### src/rtl/xsim_dma_arb_pkg.sv
// Shared types and limits for the Xsim DMA arbiter.
package xsim_dma_arb_pkg;

  localparam int MAX_CLIENTS = 8;

  typedef enum logic [1:0] {
    IDLE    = 2'd0,
    ISSUE   = 2'd1,
    RD_WAIT = 2'd2
  } arb_state_t;

  typedef struct packed {
    logic        write;
    logic [31:0] addr;
    logic [31:0] handle;
    logic [31:0] data;
  } dma_cmd_t;

endpackage

### src/rtl/xsim_rr_pick.sv
// Rotate-priority picker: the first asserted request at or after ptr
// (wrapping modulo N) wins.
module xsim_rr_pick
  import xsim_dma_arb_pkg::*;
#(
  parameter int N     = 4,
  parameter int IDX_W = $clog2(N)
) (
  input  logic [N-1:0]     req,
  input  logic [IDX_W-1:0] ptr,
  output logic             found,
  output logic [IDX_W-1:0] idx
);

  logic [IDX_W-1:0] cand;

  // Scan from the farthest offset down to offset 0 so the closest hit wins.
  always_comb begin
    found = 1'b0;
    idx   = {IDX_W{1'b0}};
    cand  = {IDX_W{1'b0}};
    for (int i = N - 1; i >= 0; i--) begin
      cand  = IDX_W'((int'(ptr) + i) % N);
      found = req[cand] ? 1'b1 : found;
      idx   = req[cand] ? cand : idx;
    end
  end

endmodule

### src/rtl/xsim_dma_arbiter.sv
// Round-robin arbiter sharing one simulated DMA engine among several
// clients; one transaction in flight, reads routed back to their owner.
module xsim_dma_arbiter
  import xsim_dma_arb_pkg::*;
#(
  parameter int NUM_CLIENTS = 4
) (
  input  logic                      CLK,
  input  logic                      RST_N,
  input  logic [NUM_CLIENTS-1:0]    cl_req_valid,
  input  logic [NUM_CLIENTS-1:0]    cl_req_write,
  input  logic [NUM_CLIENTS*32-1:0] cl_req_addr,
  input  logic [NUM_CLIENTS*32-1:0] cl_req_handle,
  input  logic [NUM_CLIENTS*32-1:0] cl_req_data,
  output logic [NUM_CLIENTS-1:0]    cl_req_ready,
  output logic [NUM_CLIENTS-1:0]    cl_rsp_valid,
  output logic [31:0]               cl_rsp_data,
  input  logic [NUM_CLIENTS-1:0]    cl_rsp_ready,
  input  logic                      dma_rdy_readrequest,
  output logic                      dma_en_readrequest,
  output logic [31:0]               dma_readrequest_addr,
  output logic [31:0]               dma_readrequest_handle,
  input  logic                      dma_rdy_readresponse,
  input  logic [31:0]               dma_readresponse_data,
  output logic                      dma_en_readresponse,
  output logic                      dma_en_write32,
  output logic [31:0]               dma_write32_addr,
  output logic [31:0]               dma_write32_handle,
  output logic [31:0]               dma_write32_data,
  output logic                      busy,
  output logic [31:0]               rd_count,
  output logic [31:0]               wr_count
);

  localparam int IDX_W = $clog2(NUM_CLIENTS);

  arb_state_t       state_r;
  arb_state_t       next_state_s;
  logic [IDX_W-1:0] rr_ptr_r;
  logic [IDX_W-1:0] owner_r;
  logic [IDX_W-1:0] pick_idx_s;
  logic [IDX_W-1:0] next_ptr_s;
  logic             pick_found_s;
  logic             accept_s;
  logic             rsp_fire_s;
  logic             owner_rsp_ready_s;
  dma_cmd_t         cmd_r;
  dma_cmd_t         pick_cmd_s;
  logic [31:0]      rd_count_r;
  logic [31:0]      wr_count_r;

  xsim_rr_pick #(
    .N     (NUM_CLIENTS),
    .IDX_W (IDX_W)
  ) u_pick (
    .req   (cl_req_valid),
    .ptr   (rr_ptr_r),
    .found (pick_found_s),
    .idx   (pick_idx_s)
  );

  // Grants are suppressed while reset is held so nothing is accepted early.
  assign accept_s          = RST_N && (state_r == IDLE) && pick_found_s;
  assign owner_rsp_ready_s = cl_rsp_ready[owner_r];
  assign rsp_fire_s        = (state_r == RD_WAIT) && dma_rdy_readresponse && owner_rsp_ready_s;
  assign next_ptr_s        = (pick_idx_s == IDX_W'(NUM_CLIENTS - 1)) ? {IDX_W{1'b0}}
                                                                     : pick_idx_s + IDX_W'(1);

  // Select the winning client's command fields from the flat buses.
  always_comb begin
    pick_cmd_s = {$bits(dma_cmd_t){1'b0}};
    for (int i = 0; i < NUM_CLIENTS; i++) begin
      pick_cmd_s = (pick_idx_s == IDX_W'(i))
                 ? {cl_req_write[i], cl_req_addr[32*i +: 32],
                    cl_req_handle[32*i +: 32], cl_req_data[32*i +: 32]}
                 : pick_cmd_s;
    end
  end

  // FSM state register.
  always_ff @(posedge CLK or negedge RST_N) begin
    if (!RST_N) begin
      state_r <= IDLE;
    end else begin
      state_r <= next_state_s;
    end
  end

  // FSM next-state logic.
  always_comb begin
    next_state_s = state_r;
    case (state_r)
      IDLE: begin
        if (accept_s) next_state_s = ISSUE;
        else          next_state_s = IDLE;
      end
      ISSUE: begin
        if (cmd_r.write)              next_state_s = IDLE;
        else if (dma_rdy_readrequest) next_state_s = RD_WAIT;
        else                          next_state_s = ISSUE;
      end
      RD_WAIT: begin
        if (rsp_fire_s) next_state_s = IDLE;
        else            next_state_s = RD_WAIT;
      end
      default: next_state_s = IDLE;
    endcase
  end

  // FSM outputs: grant pulse, engine strobes and response routing.
  always_comb begin
    cl_req_ready        = {NUM_CLIENTS{1'b0}};
    cl_rsp_valid        = {NUM_CLIENTS{1'b0}};
    dma_en_write32      = 1'b0;
    dma_en_readrequest  = 1'b0;
    dma_en_readresponse = 1'b0;
    case (state_r)
      IDLE: begin
        if (accept_s) cl_req_ready[pick_idx_s] = 1'b1;
        else          cl_req_ready = {NUM_CLIENTS{1'b0}};
      end
      ISSUE: begin
        if (cmd_r.write) dma_en_write32     = 1'b1;
        else             dma_en_readrequest = dma_rdy_readrequest;
      end
      RD_WAIT: begin
        cl_rsp_valid[owner_r] = dma_rdy_readresponse;
        dma_en_readresponse   = rsp_fire_s;
      end
      default: begin
        cl_req_ready = {NUM_CLIENTS{1'b0}};
      end
    endcase
  end

  // Latch the accepted command, advance the rotation and count traffic.
  always_ff @(posedge CLK or negedge RST_N) begin
    if (!RST_N) begin
      cmd_r      <= {$bits(dma_cmd_t){1'b0}};
      owner_r    <= {IDX_W{1'b0}};
      rr_ptr_r   <= {IDX_W{1'b0}};
      wr_count_r <= 32'd0;
      rd_count_r <= 32'd0;
    end else begin
      if (accept_s) begin
        cmd_r    <= pick_cmd_s;
        owner_r  <= pick_idx_s;
        rr_ptr_r <= next_ptr_s;
      end
      if ((state_r == ISSUE) && cmd_r.write) wr_count_r <= wr_count_r + 32'd1;
      if (rsp_fire_s)                        rd_count_r <= rd_count_r + 32'd1;
    end
  end

  assign busy                   = (state_r != IDLE);
  assign cl_rsp_data            = dma_readresponse_data;
  assign dma_readrequest_addr   = cmd_r.addr;
  assign dma_readrequest_handle = cmd_r.handle;
  assign dma_write32_addr       = cmd_r.addr;
  assign dma_write32_handle     = cmd_r.handle;
  assign dma_write32_data       = cmd_r.data;
  assign rd_count               = rd_count_r;
  assign wr_count               = wr_count_r;

endmodule

### config.mk
export PLATFORM = sky130hd
export DESIGN_NAME = xsim_dma_arbiter
export DESIGN_NICKNAME = d
export VERILOG_FILES = /design/src/rtl/xsim_dma_arb_pkg.sv /design/src/rtl/xsim_rr_pick.sv /design/src/rtl/xsim_dma_arbiter.sv
export SDC_FILE = /design/constraint.sdc
export NUM_CORES = 1
export LEC_CHECK = 0
export ABC_AREA = 0
export ABC_CLOCK_PERIOD_IN_PS = 4130
export BUFFER_PORTS_ARGS = -buffer_cell sky130_fd_sc_hd__buf_2
export CORE_AREA = 5 5 269 271
export DETAILED_ROUTE_END_ITERATION = 7
export DIE_AREA = 0 0 274 276
export PLACE_DENSITY = 0.43
export SKIP_LAST_GASP = 1
export SLEW_MARGIN = 20
export SYNTH_ARGS = -nofsm -noshare
export SYNTH_HDL_FRONTEND = slang
export SYNTH_SLANG_ARGS = --single-unit
### constraint.sdc
create_clock -name CLK -period 4.13 [get_ports CLK]
set_input_delay 0.826 -clock CLK [delete_from_list [all_inputs] [get_ports CLK]]
set_output_delay 0.826 -clock CLK [all_outputs]
set_load 0.005 [all_outputs]
---- Word-level counts from Yosys, hierarchy flattened ----
Cells that the tools add are included.
operators by class
  add/sub/neg operators ................... 6
  multiply operators ...................... 0
  div/mod/pow operators ................... 0
  order comparisons ....................... 8
  equal/unequal tests ..................... 5
  shifts and indexed selects .............. 0
  multiplexer cells ....................... 40
  bitwise operators ....................... 1
  reduce and logical (&&, ||, !) cells .... 10
operators by type and width
  cell                                                                                 count
  97-bit two-way mux                                                                   4
  32-bit by 1-bit adder with 32-bit output, second input constant                      2
  2-bit by 3-bit < comparator with 1-bit output, second input constant                 6
  1-bit two-way mux                                                                    17
  2-bit two-way mux                                                                    8
  4-bit two-way mux                                                                    3
  1-bit binary-select mux with 2-bit select                                            5
  1-bit logical AND                                                                    7
  2-bit equality test, second input constant                                           3
  2-bit one-hot mux with 3 select lines                                                1
  2-bit by 1-bit adder with 2-bit output, second input constant                        2
  2-bit adder, second input constant                                                   2
  4-bit bitwise AND                                                                    1
  1-bit demux with 2-bit select                                                        2
  2-bit by 1-bit equality test with 1-bit output, second input constant                2
  2-bit by 1-bit greater-or-equal comparator with 1-bit output, second input constant  2
  2-bit zero test                                                                      2
  2-bit nonzero test                                                                   1
storage, ports and cells
  register bits ........................... 167
  latch bits .............................. 0
  RAM bits ................................ 0
  ROM bits ................................ 0
  bits of input ports ..................... 432
  output and inout bits ................... 268
  memories ................................ 0

---- Longest topological paths before layout ----
Gate-level depths: netlist of the first run.
  depth after elaboration ................. 13
  gate-level depth with buffers ........... 13
  gate-level depth less buffers ........... 9

---- Modules after synthesis ----
Synthesis of the first run repeated with hierarchy kept, for this count alone.
unflattened totals
  cells, all modules ...................... 1288
  area, all modules ....................... 11172.0 um^2
by module, submodules not included
  module            instances  cells an instance  area an instance (um^2)  sequential area each (um^2)
  xsim_dma_arbiter  1          1275               11094.4                  4179.0
  xsim_rr_pick      1          13                 77.6                     0.0

---- Least setup slack after synthesis of the first run ----
No wires, ideal clock.
  kind .................................... input -> output
  from .................................... input cl_req_valid[2]
  to ...................................... output cl_req_ready[3]
  arrival ................................. 2.512 ns
  data required time ...................... 3.304 ns
  path slack .............................. 0.792 ns
  cell stages on the path ................. 8
  path through ............................ nand2_1 -> nor2_1 -> a311oi_1 -> ha_1 -> clkbuf_1 -> clkbuf_1 -> clkbuf_1 -> and2_1
on the way
  word-level cells in the longest chain between the ends .. 12
  elaborated cells between the ends (all ways) .. 24
  those cells by class .................... order compare: 2; mux: 20; reduce/logical: 2
RTL lines
  element                                                                                                                                              line                     source
  start: declaration                                                                                                                                   xsim_dma_arbiter.sv:10   input logic [NUM_CLIENTS-1:0] cl_req_valid,
  1-bit binary-select mux with 2-bit select                                                                                                            xsim_rr_pick.sv:25       idx = req[cand] ? cand : idx;
  1-bit two-way mux (not written as such)                                                                                                              xsim_rr_pick.sv:25
  2-bit two-way mux (3 in a row)                                                                                                                       xsim_rr_pick.sv:25
  2-bit two-way mux *                                                                                                                                  xsim_rr_pick.sv:25
  net pick_idx_s[0]                                                                                                                                    xsim_dma_arbiter.sv:41   logic [IDX_W-1:0] pick_idx_s;
  2-bit by 3-bit < comparator with 1-bit output (not written as such) or 2-bit by 1-bit greater-or-equal comparator with 1-bit output (tied branches)  xsim_dma_arbiter.sv:119  if (accept_s) cl_req_ready[pick_idx_s] = 1'b1;
  1-bit logical AND (not written as such)                                                                                                              xsim_dma_arbiter.sv:119
  1-bit two-way mux (not written as such)                                                                                                              xsim_dma_arbiter.sv:119
  1-bit demux with 2-bit select *                                                                                                                      xsim_dma_arbiter.sv:119
  4-bit two-way mux *                                                                                                                                  xsim_dma_arbiter.sv:119
  4-bit two-way mux *                                                                                                                                  xsim_dma_arbiter.sv:117  case (state_r)
  end: declaration                                                                                                                                     xsim_dma_arbiter.sv:15   output logic [NUM_CLIENTS-1:0] cl_req_ready,
Mark *: on every way through the listed nets, which the timed path passes. The rest lies on a longest branch. The select of a mux whose other input is x is not followed.

---- Worst setup path in the final report of the first run ----
  from .................................... register rr_ptr_r[1]
  to ...................................... register cmd_r, in the netlist dma_readrequest_handle[13]
on the way
  word-level cells in the longest chain between the ends .. 12
  elaborated cells between the ends (all ways) .. 28
  those cells by class .................... add/sub: 3; eq/ne: 3; mux: 20; reduce/logical: 2
RTL lines
  element                                    line                     source
  start: declaration                         xsim_dma_arbiter.sv:39   logic [IDX_W-1:0] rr_ptr_r;
  start signal: assignment                   xsim_dma_arbiter.sv:141  rr_ptr_r <= {IDX_W{1'b0}};
  start signal: assignment                   xsim_dma_arbiter.sv:148  rr_ptr_r <= next_ptr_s;
  2-bit adder                                xsim_rr_pick.sv:23       cand = IDX_W'((int'(ptr) + i) % N);
  1-bit binary-select mux with 2-bit select  xsim_rr_pick.sv:25
  1-bit two-way mux (not written as such)    xsim_rr_pick.sv:25
  2-bit two-way mux (3 in a row)             xsim_rr_pick.sv:25
  2-bit two-way mux *                        xsim_rr_pick.sv:25
  net pick_idx_s[1]                          xsim_dma_arbiter.sv:41
  2-bit zero test                            xsim_dma_arbiter.sv:73   pick_cmd_s = (pick_idx_s == IDX_W'(i))
  97-bit two-way mux (3 in a row)            xsim_dma_arbiter.sv:74   ? {cl_req_write[i], cl_req_addr[32*i +: 32],
  97-bit two-way mux *                       xsim_dma_arbiter.sv:74
  end signal: assignment                     xsim_dma_arbiter.sv:139  cmd_r <= {$bits(dma_cmd_t){1'b0}};
  end signal: assignment                     xsim_dma_arbiter.sv:146  cmd_r <= pick_cmd_s;
  end: declaration                           xsim_dma_arbiter.sv:47   dma_cmd_t cmd_r;
Marked as above.
A chain may end at the register's enable or synchronous reset.

==> impl_metrics.yaml, run 1 <==
grt:
  grt_usage_pct: 12.5
  antenna_found_initial: 10
  grt_pass1_wl_mm: 72.8
  grt_max_degree: 96
  grt-ovfl-total: 0
  grt_pass1_vias: 11200
detailed_routing:
  postRouteAntennaNets: 0
  wirelength_mm: 50.1
  drc: 0
  post_drt_wl_per_cell_um: 19.0
  dr.first_iter.drc_count: 472
  dr.pass1.iters: 5
  via_count: 11100
  via_per_inst: 4.22
cells_and_area:
  finalNonFillerCells: 2632
  multi_input_area_um2: 4810
  fin_nets: 2115
  layout-drive-gt1-share_pct: 42.0
  fillers: 7834
  synthToLayoutAreaGrowth_pct: 30.8
  stdcell_area_um2: 14600
  seqCellArea_um2: 4180
sta:
  hold_viol: 0
  fmax_mhz: 313
  setup-tns-final_ps: 0
  slew_headroom_pct: 48.7
  rsz0062_at_grt: "no"
  drv_slew: 0
  final-setup-viol-count: 0
  min_period_ps: 3190
  hold_ws_ps: 219
  fin_crit_sh_pct: 77.4
  worstMarginPinSlew_ps: 770
  fin_skew_ps: 17.2
floorplanning:
  rows: 97
  ioPinCount: 700
  die-area_um2: 75600
  die_h_um: 276
  dieWidth_um: 274
  core_um2: 69500
  initial_core_util_pct: 16.0
pwr:
  intPower_mw: 5.13
  p_leak_nw: 7.35
  power.switching_mw: 3.98
  combPwrFrac_pct: 51.2
  swShare_pct: 43.7
  power_frac_clock_pct: 18.8
  power.density_nw_per_um2: 624
  vdd_drop_max_v: 0.000310
  power_frac_seq_pct: 30.0
worst_setup_path:
  crit_end: "dma_readrequest_handle[13]"
  critPathKind: "flop to flop"
  critPathMaxStageDelay_ps: 510
  slowest_stage: "buf_4"
  cp.arrival_ps: 3590
  startpoint: "rr_ptr_r[1]"
  r2r-end: "dma_readrequest_handle[13]"
  crit_chain: "nand2b_1, o2bb2ai_1, o21a_1, inv_1, ha_4, nor2b_4, buf_4, a221oi_1, a211o_1, a21oi_1"
  r2r_start: "rr_ptr_r[1]"
  end_kind: "flop"
  path_depth: 10
  cp-start-kind: "flop"
  rr_worst_depth: 10
  worstPathMaxFanout: 37
  worst-path-buf-inv: 2
  required_ps: 4520
  rrSetupSlack_ps: 940
  crit_family: "compound AO/OA/AOI/OAI gates"
yosys:
  ys_ff_latch: 167
  synth_edf_count: 0
  ys.flop_type: "dfrtp_1"
  synth_nets: 1727
  ys_seq_area_share_pct: 37.5
  ys_types: 49
  async_flop_share_pct: 100
  syn_area_um2: 11200
  ys.warnings.count: 0
  synth_cells: 1289
  synth.avg_cell_area_um2: 8.65
worst_hold_path:
  hold_class: "input pin to asynchronous set/reset pin"
status:
  status: "completed"
place:
  io_buffer_count: 635
  placed_cell_area_um2: 14000
  gp_congestion: 0.876
  hpwl_mm: 38.9
  dp_cells: 2598
clocking:
  ctsLongestPathBuffers: 2
  postCtsSetupBuffers: 0
  clock_sinks: 167
  clk_latency_ps: 470
  h-tree-depth: 4
  cts_tree: "done"
  path_clk_slew_ps: 80
  ctsResizeCount: 0
  cts_made_buffers: 17
  clock-root-buffer: "clkbuf_16"
  postCtsHoldBufs: 0
job:
  maxCapViolCount: 0
## flip-flops by register name, indices dropped and copies added (netlist names), 2 cells and up
name	cells
dma_readrequest_handle	32
dma_write32_data	32
rr_ptr_r	2
wr_count	32
rd_count	32
owner_r	2
state_r	2
dma_readrequest_addr	32
## stage by stage
stage	power (mW)	setup slack [ps]	util, %
2_1_floorplan	6.36	792	-
3_3_place_gp	7.47	576	20.1
3_5_place_dp	7.52	530	20.1
4_1_cts	9.32	925	21.0
5_1_grt	9.84	691	21.0
6_report	9.11	935	21.0
## Yosys cell counts, drive strengths merged, types with 2 or more instances
cell / n / area, um2
nand3b: 2 / 18.8
nor3b: 2 / 15.0
dfrtp: 167 / 4180
xor2: 16 / 140
and3: 12 / 77.6
mux2: 3 / 33.8
nor2: 107 / 402
a21oi: 195 / 976
xnor2: 46 / 410
and4: 9 / 78.8
mux2i: 2 / 20.0
inv: 107 / 402
o31ai: 2 / 15.0
nor3: 8 / 40.0
nand3: 24 / 120
nand4b: 2 / 17.5
a211o: 96 / 841
and2: 10 / 62.6
nor4: 12 / 105
buf: 210 / 1530
nand2b: 4 / 25.0
ha: 6 / 75.1
clkbuf: 78 / 297
nand2: 31 / 124
nand4: 26 / 163
a221oi: 97 / 850
## layer usage
| metal | track usage, % | wire length [um] | up-vias |
|---|---|---|---|
| li1 | - | - | 5166 |
| met5 | 0 | 71 | - |
| met3 | 4.21 | 4080 | 60 |
| met4 | 3.63 | 1010 | 12 |
| met1 | 14.3 | 19600 | 5450 |
| met2 | 22.0 | 25300 | 425 |
## power groups by stage
stage	Clock [mW]	Combinational, mW	Sequential, mW
global route	1.88	5.15	2.81
CTS	1.81	4.77	2.74
floorplan	0	3.80	2.56
finish	1.71	4.67	2.73
global placement	0	4.74	2.74
detailed placement	0	4.76	2.77
## worst reg2reg max path, stage by stage, from the launching register on
cell	delay, ps
dfrtp_1	450
nand2b_1	200
o2bb2ai_1	160
o21a_1	300
inv_1	150
ha_4	240
nor2b_4	460
buf_4	510
a221oi_1	220
a211o_1	310
a21oi_1	120
## cell usage in the layout (no fill, tap or decap), drive strengths merged, types with 3 or more instances in the layout
cell type    n
mux2         3
and2        10
nand2b       4
dfrtp      167
ha           6
buf        656
nand3       24
clkbuf      18
a221oi      97
and3        12
inv        116
xnor2       46
nor2       107
nand4       26
clkinv       6
nor4        12
xor2        16
a211o       96
and4         9
a21oi      195
nand2       31
nor3         8
## cell type report
type	instances	share of cell area (%)
Inverter	108	2.78
Clock inverter	15	1.21
Timing Repair Buffer	657	23.4
Clock buffer	17	2.91
Antenna cell	2	0.0343
Tap cell	940	8.06
Multi-Input combinational cell	726	33.0
Sequential cell	167	28.6
## kinds of logic (layout without fill, tap and decap cells)
logic type / after synthesis / after routing / synth area share (%)
AO/OA/AOI/OAI: 398 / 398 / 24.7
XOR/XNOR: 62 / 62 / 4.93
adder cells (fa/ha/maj): 6 / 6 / 0.673
buffers and inverters: 396 / 797 / 20.0
flip-flops: 167 / 167 / 37.5
multiplexers: 6 / 6 / 0.684
other: 0 / 2 / 0
AND/OR/NAND/NOR: 254 / 254 / 11.5
## worst min path at each step
stage                                     endpoint    startpoint  slack, ps  cells past startpoint
final                                 rd_count[30]         RST_N        220                      1
after global routing      dma_readrequest_addr[30]         RST_N        170                      1
after CTS                 dma_readrequest_addr[30]         RST_N        160                      1
after detailed placement              rd_count[31]  rd_count[31]        460                      1
after global placement                wr_count[31]  wr_count[31]        460                      1
after floorplan                       rd_count[31]  rd_count[31]        460                      1
Power figures use the tool's default switching activity.
==> run 2, diff against run 1 <==
--- a/config.mk
+++ b/config.mk
@@ -5,13 +5,13 @@
 export SDC_FILE = /design/constraint.sdc
 export NUM_CORES = 1
 export LEC_CHECK = 0
-export ABC_AREA = 0
-export ABC_CLOCK_PERIOD_IN_PS = 4130
+export ABC_AREA = 1
+export ABC_CLOCK_PERIOD_IN_PS = 2640
 export BUFFER_PORTS_ARGS = -buffer_cell sky130_fd_sc_hd__buf_2
-export CORE_AREA = 5 5 269 271
+export CORE_AREA = 5 5 272 274
 export DETAILED_ROUTE_END_ITERATION = 7
-export DIE_AREA = 0 0 274 276
-export PLACE_DENSITY = 0.43
+export DIE_AREA = 0 0 277 279
+export PLACE_DENSITY = 0.45
 export SKIP_LAST_GASP = 1
 export SLEW_MARGIN = 20
 export SYNTH_ARGS = -nofsm -noshare
==> constraint.sdc (replaced) <==
create_clock -name CLK -period 2.64 [get_ports CLK]
set_input_delay 0.528 -clock CLK [delete_from_list [all_inputs] [get_ports CLK]]
set_output_delay 0.528 -clock CLK [all_outputs]
set_load 0.005 [all_outputs]
==> impl_metrics.yaml, run 2 <==
yosys:
  synth_edf_count: 0
  syn_area_um2: 11900
  synth_top_family_by_area: "simple AND/OR/NAND/NOR gates"
  synth_nets: 2158
  ys_ff_latch: 167
  async_flop_share_pct: 100
  synth_largest_area_cell: "dfrtp_1"
  ys.warnings.count: 0
  synth_compound_area_share_pct: 10.8
  ys_types: 29
  synth_top_area_share_pct: 35.2
  synth.most_common_cell: "nand2_1"
  synthSimpleGateAreaFrac_pct: 32.8
  ys_seq_area_share_pct: 35.2
  synth_fa_ha_area_share_pct: 0.632
  synth_cells: 1720
  synth.mux.area_fraction_pct: 0
  ys.flop_type: "dfrtp_1"
  synth.avg_cell_area_um2: 6.91
  ys_top_cells_by_count: "nand2_1 (682), buf_4 (197), dfrtp_1 (167)"
  synthTopCellsByArea: "dfrtp_1 (35%), nand2_1 (22%), buf_4 (12%)"
  synth_xor_area_share_pct: 2.58
worst_setup_path:
  r2r_start: "rr_ptr_r[0]"
  critPathKind: "flop to output pin"
  required_ps: 2110
  cp-start-kind: "flop"
  worstPathMaxFanout: 6
  end_kind: "output pin"
  cp.arrival_ps: 2290
  rr_worst_depth: 19
  r2r-end: "dma_readrequest_addr[6]"
  rrSetupSlack_ps: -100
place:
  placed_cell_area_um2: 15200
  io_buffer_count: 635
  gp_congestion: 0.893
  dp_cells: 3094
  dp_slack_ps: -221
  hpwl_mm: 46.8
job:
  maxCapViolCount: 0
status:
  status: "complete, but fails checks"
  violations: "setup timing"
clocking:
  cts_made_buffers: 17
  clk_latency_ps: 480
  cts_tree: "done"
  clock-root-buffer: "clkbuf_16"
  path_clk_slew_ps: 80
  ctsLongestPathBuffers: 2
  h-tree-depth: 4
  clock_sinks: 167
  postCtsHoldBufs: 0
detailed_routing:
  wirelength_mm: 62.3
  via_count: 12900
  post_drt_wl_per_cell_um: 19.7
  postRouteAntennaNets: 0
  via_per_inst: 4.07
  drc: 0
  dr.pass1.iters: 5
  dr.first_iter.drc_count: 656
sta:
  hold_viol: 0
  drv_slew: 0
  setup-tns-final_ps: -2970
  worstMarginPinSlew_ps: 647
  finalWorstSetupSlack_ps: -182
  fin_skew_ps: 10.5
  fin_crit_sh_pct: 107
  fmax_mhz: 354
  rsz0062_at_grt: "yes"
  slew_headroom_pct: 56.6
  min_period_ps: 2820
  final-setup-viol-count: 76
floorplanning:
  die_h_um: 279
  core_um2: 71100
  initial_core_util_pct: 16.7
  dieWidth_um: 277
  die-area_um2: 77300
  ioPinCount: 700
  rows: 98
worst_hold_path:
  hold_class: "input pin to asynchronous set/reset pin"
cells_and_area:
  fin_util_pct: 23.3
  final_common_cell: "nand2_1"
  layout_common_cells: "nand2_1 (671), buf_2 (632), dfrtp_1 (165), nand3_1 (125), a22oi_1 (86)"
  stdcell_area_um2: 16600
  finalNonFillerCells: 3163
  layout-drive-gt1-share_pct: 37.4
  fin_nets: 2636
  synthToLayoutAreaGrowth_pct: 39.6
grt:
  grt_usage_pct: 14.9
  grt_pass1_vias: 13000
  grt_pass1_wl_mm: 86.5
  grt_max_degree: 99
  antenna_found_initial: 7
  grt-ovfl-total: 0
pwr:
  power.density_nw_per_um2: 1270
  p_leak_nw: 8.33
  vdd_drop_max_v: 0.000723
==> run 2: cell types whose count changed in the layout (fill, tap and decap cells not counted), sizes merged, moves of 97 or more <==
cell	change
a21oi	-193
o21ai	+106
a221oi	-97
nand3	+108
a22oi	+97
nand2	+654
==> run 2: area by class of cell <==
type                            count  area [um2]
Fill cell                        8108       54500
Sequential cell                   167        4180
Clock inverter                     14         158
Timing Repair Buffer              732        4570
Inverter                           77         292
Antenna cell                        2        5.00
Clock buffer                       18         429
Multi-Input combinational cell   1203        5770
Tap cell                          950        1190
==> run 2: kinds of logic (layout without fill, tap and decap cells) <==
kind of cell    Yosys count  in the layout
flops                   167            167
buf+inv                 350            841
other cells               0              2
simple gates            954            954
compound gates          208            208
fa+ha+maj                 6              6
xor+xnor                 35             35
==> run 2: metrics by stage <==
step	total power, mW	hold slack, ps
after CTS	19.6	67.6
after global placement	14.9	459
after detailed placement	14.8	464
after floorplan	10.8	232
final	21.0	93.9
after global routing	22.7	106
==> run 2: critical path: stages, from the launching register on <==
cell	delay, ps
dfrtp_2	470
buf_6	150
nand2_2	50
o21ai_2	90
nand2_1	80
nand2_1	70
nand3_1	80
o211ai_1	120
buf_4	190
ha_4	130
inv_2	40
nor2_4	110
buf_12	130
buf_6	90
==> run 2: how the worst max path moves through the flow <==
stage	cells past startpoint	slack, ps	startpoint	end
floorplan	17	0.4	cl_req_valid[1]	cl_req_ready[1]
global placement	15	-230	cl_req_valid[3]	dma_write32_data[30]
detailed placement	15	-220	cl_req_valid[3]	dma_write32_data[30]
CTS	11	-250	rr_ptr_r[0]	cl_req_ready[3]
global route	13	-350	rr_ptr_r[0]	cl_req_ready[3]
finish	13	-180	rr_ptr_r[0]	cl_req_ready[3]
==> run 2: power by group <==
group	internal [mW]	leakage [nW]	switching, mW
registers	3.31	2.20	0.754
logic	6.33	5.85	7.96
clock network	1.41	0.284	1.26
total	11.1	8.33	9.97
==> run 2: per-layer routing <==
metal	global-route usage [%]	vias to the layer above	part of all wire (%)
li1	-	6340	-
met1	18.1	5928	42
met2	25.3	523	48
met3	4.71	69	6.9
met4	4.97	8	3.0
met5	0	-	0.072
==> run 2: what timing repair did <==
| action | in CTS | in global routing |
|---|---|---|
| gates cloned | 7 | 9 |
| buffers inserted | 11 | 8 |
| endpoints found under the setup margin | 10 | 101 |
| pin swaps | 15 | 40 |
| gates resized for setup | 38 | 105 |
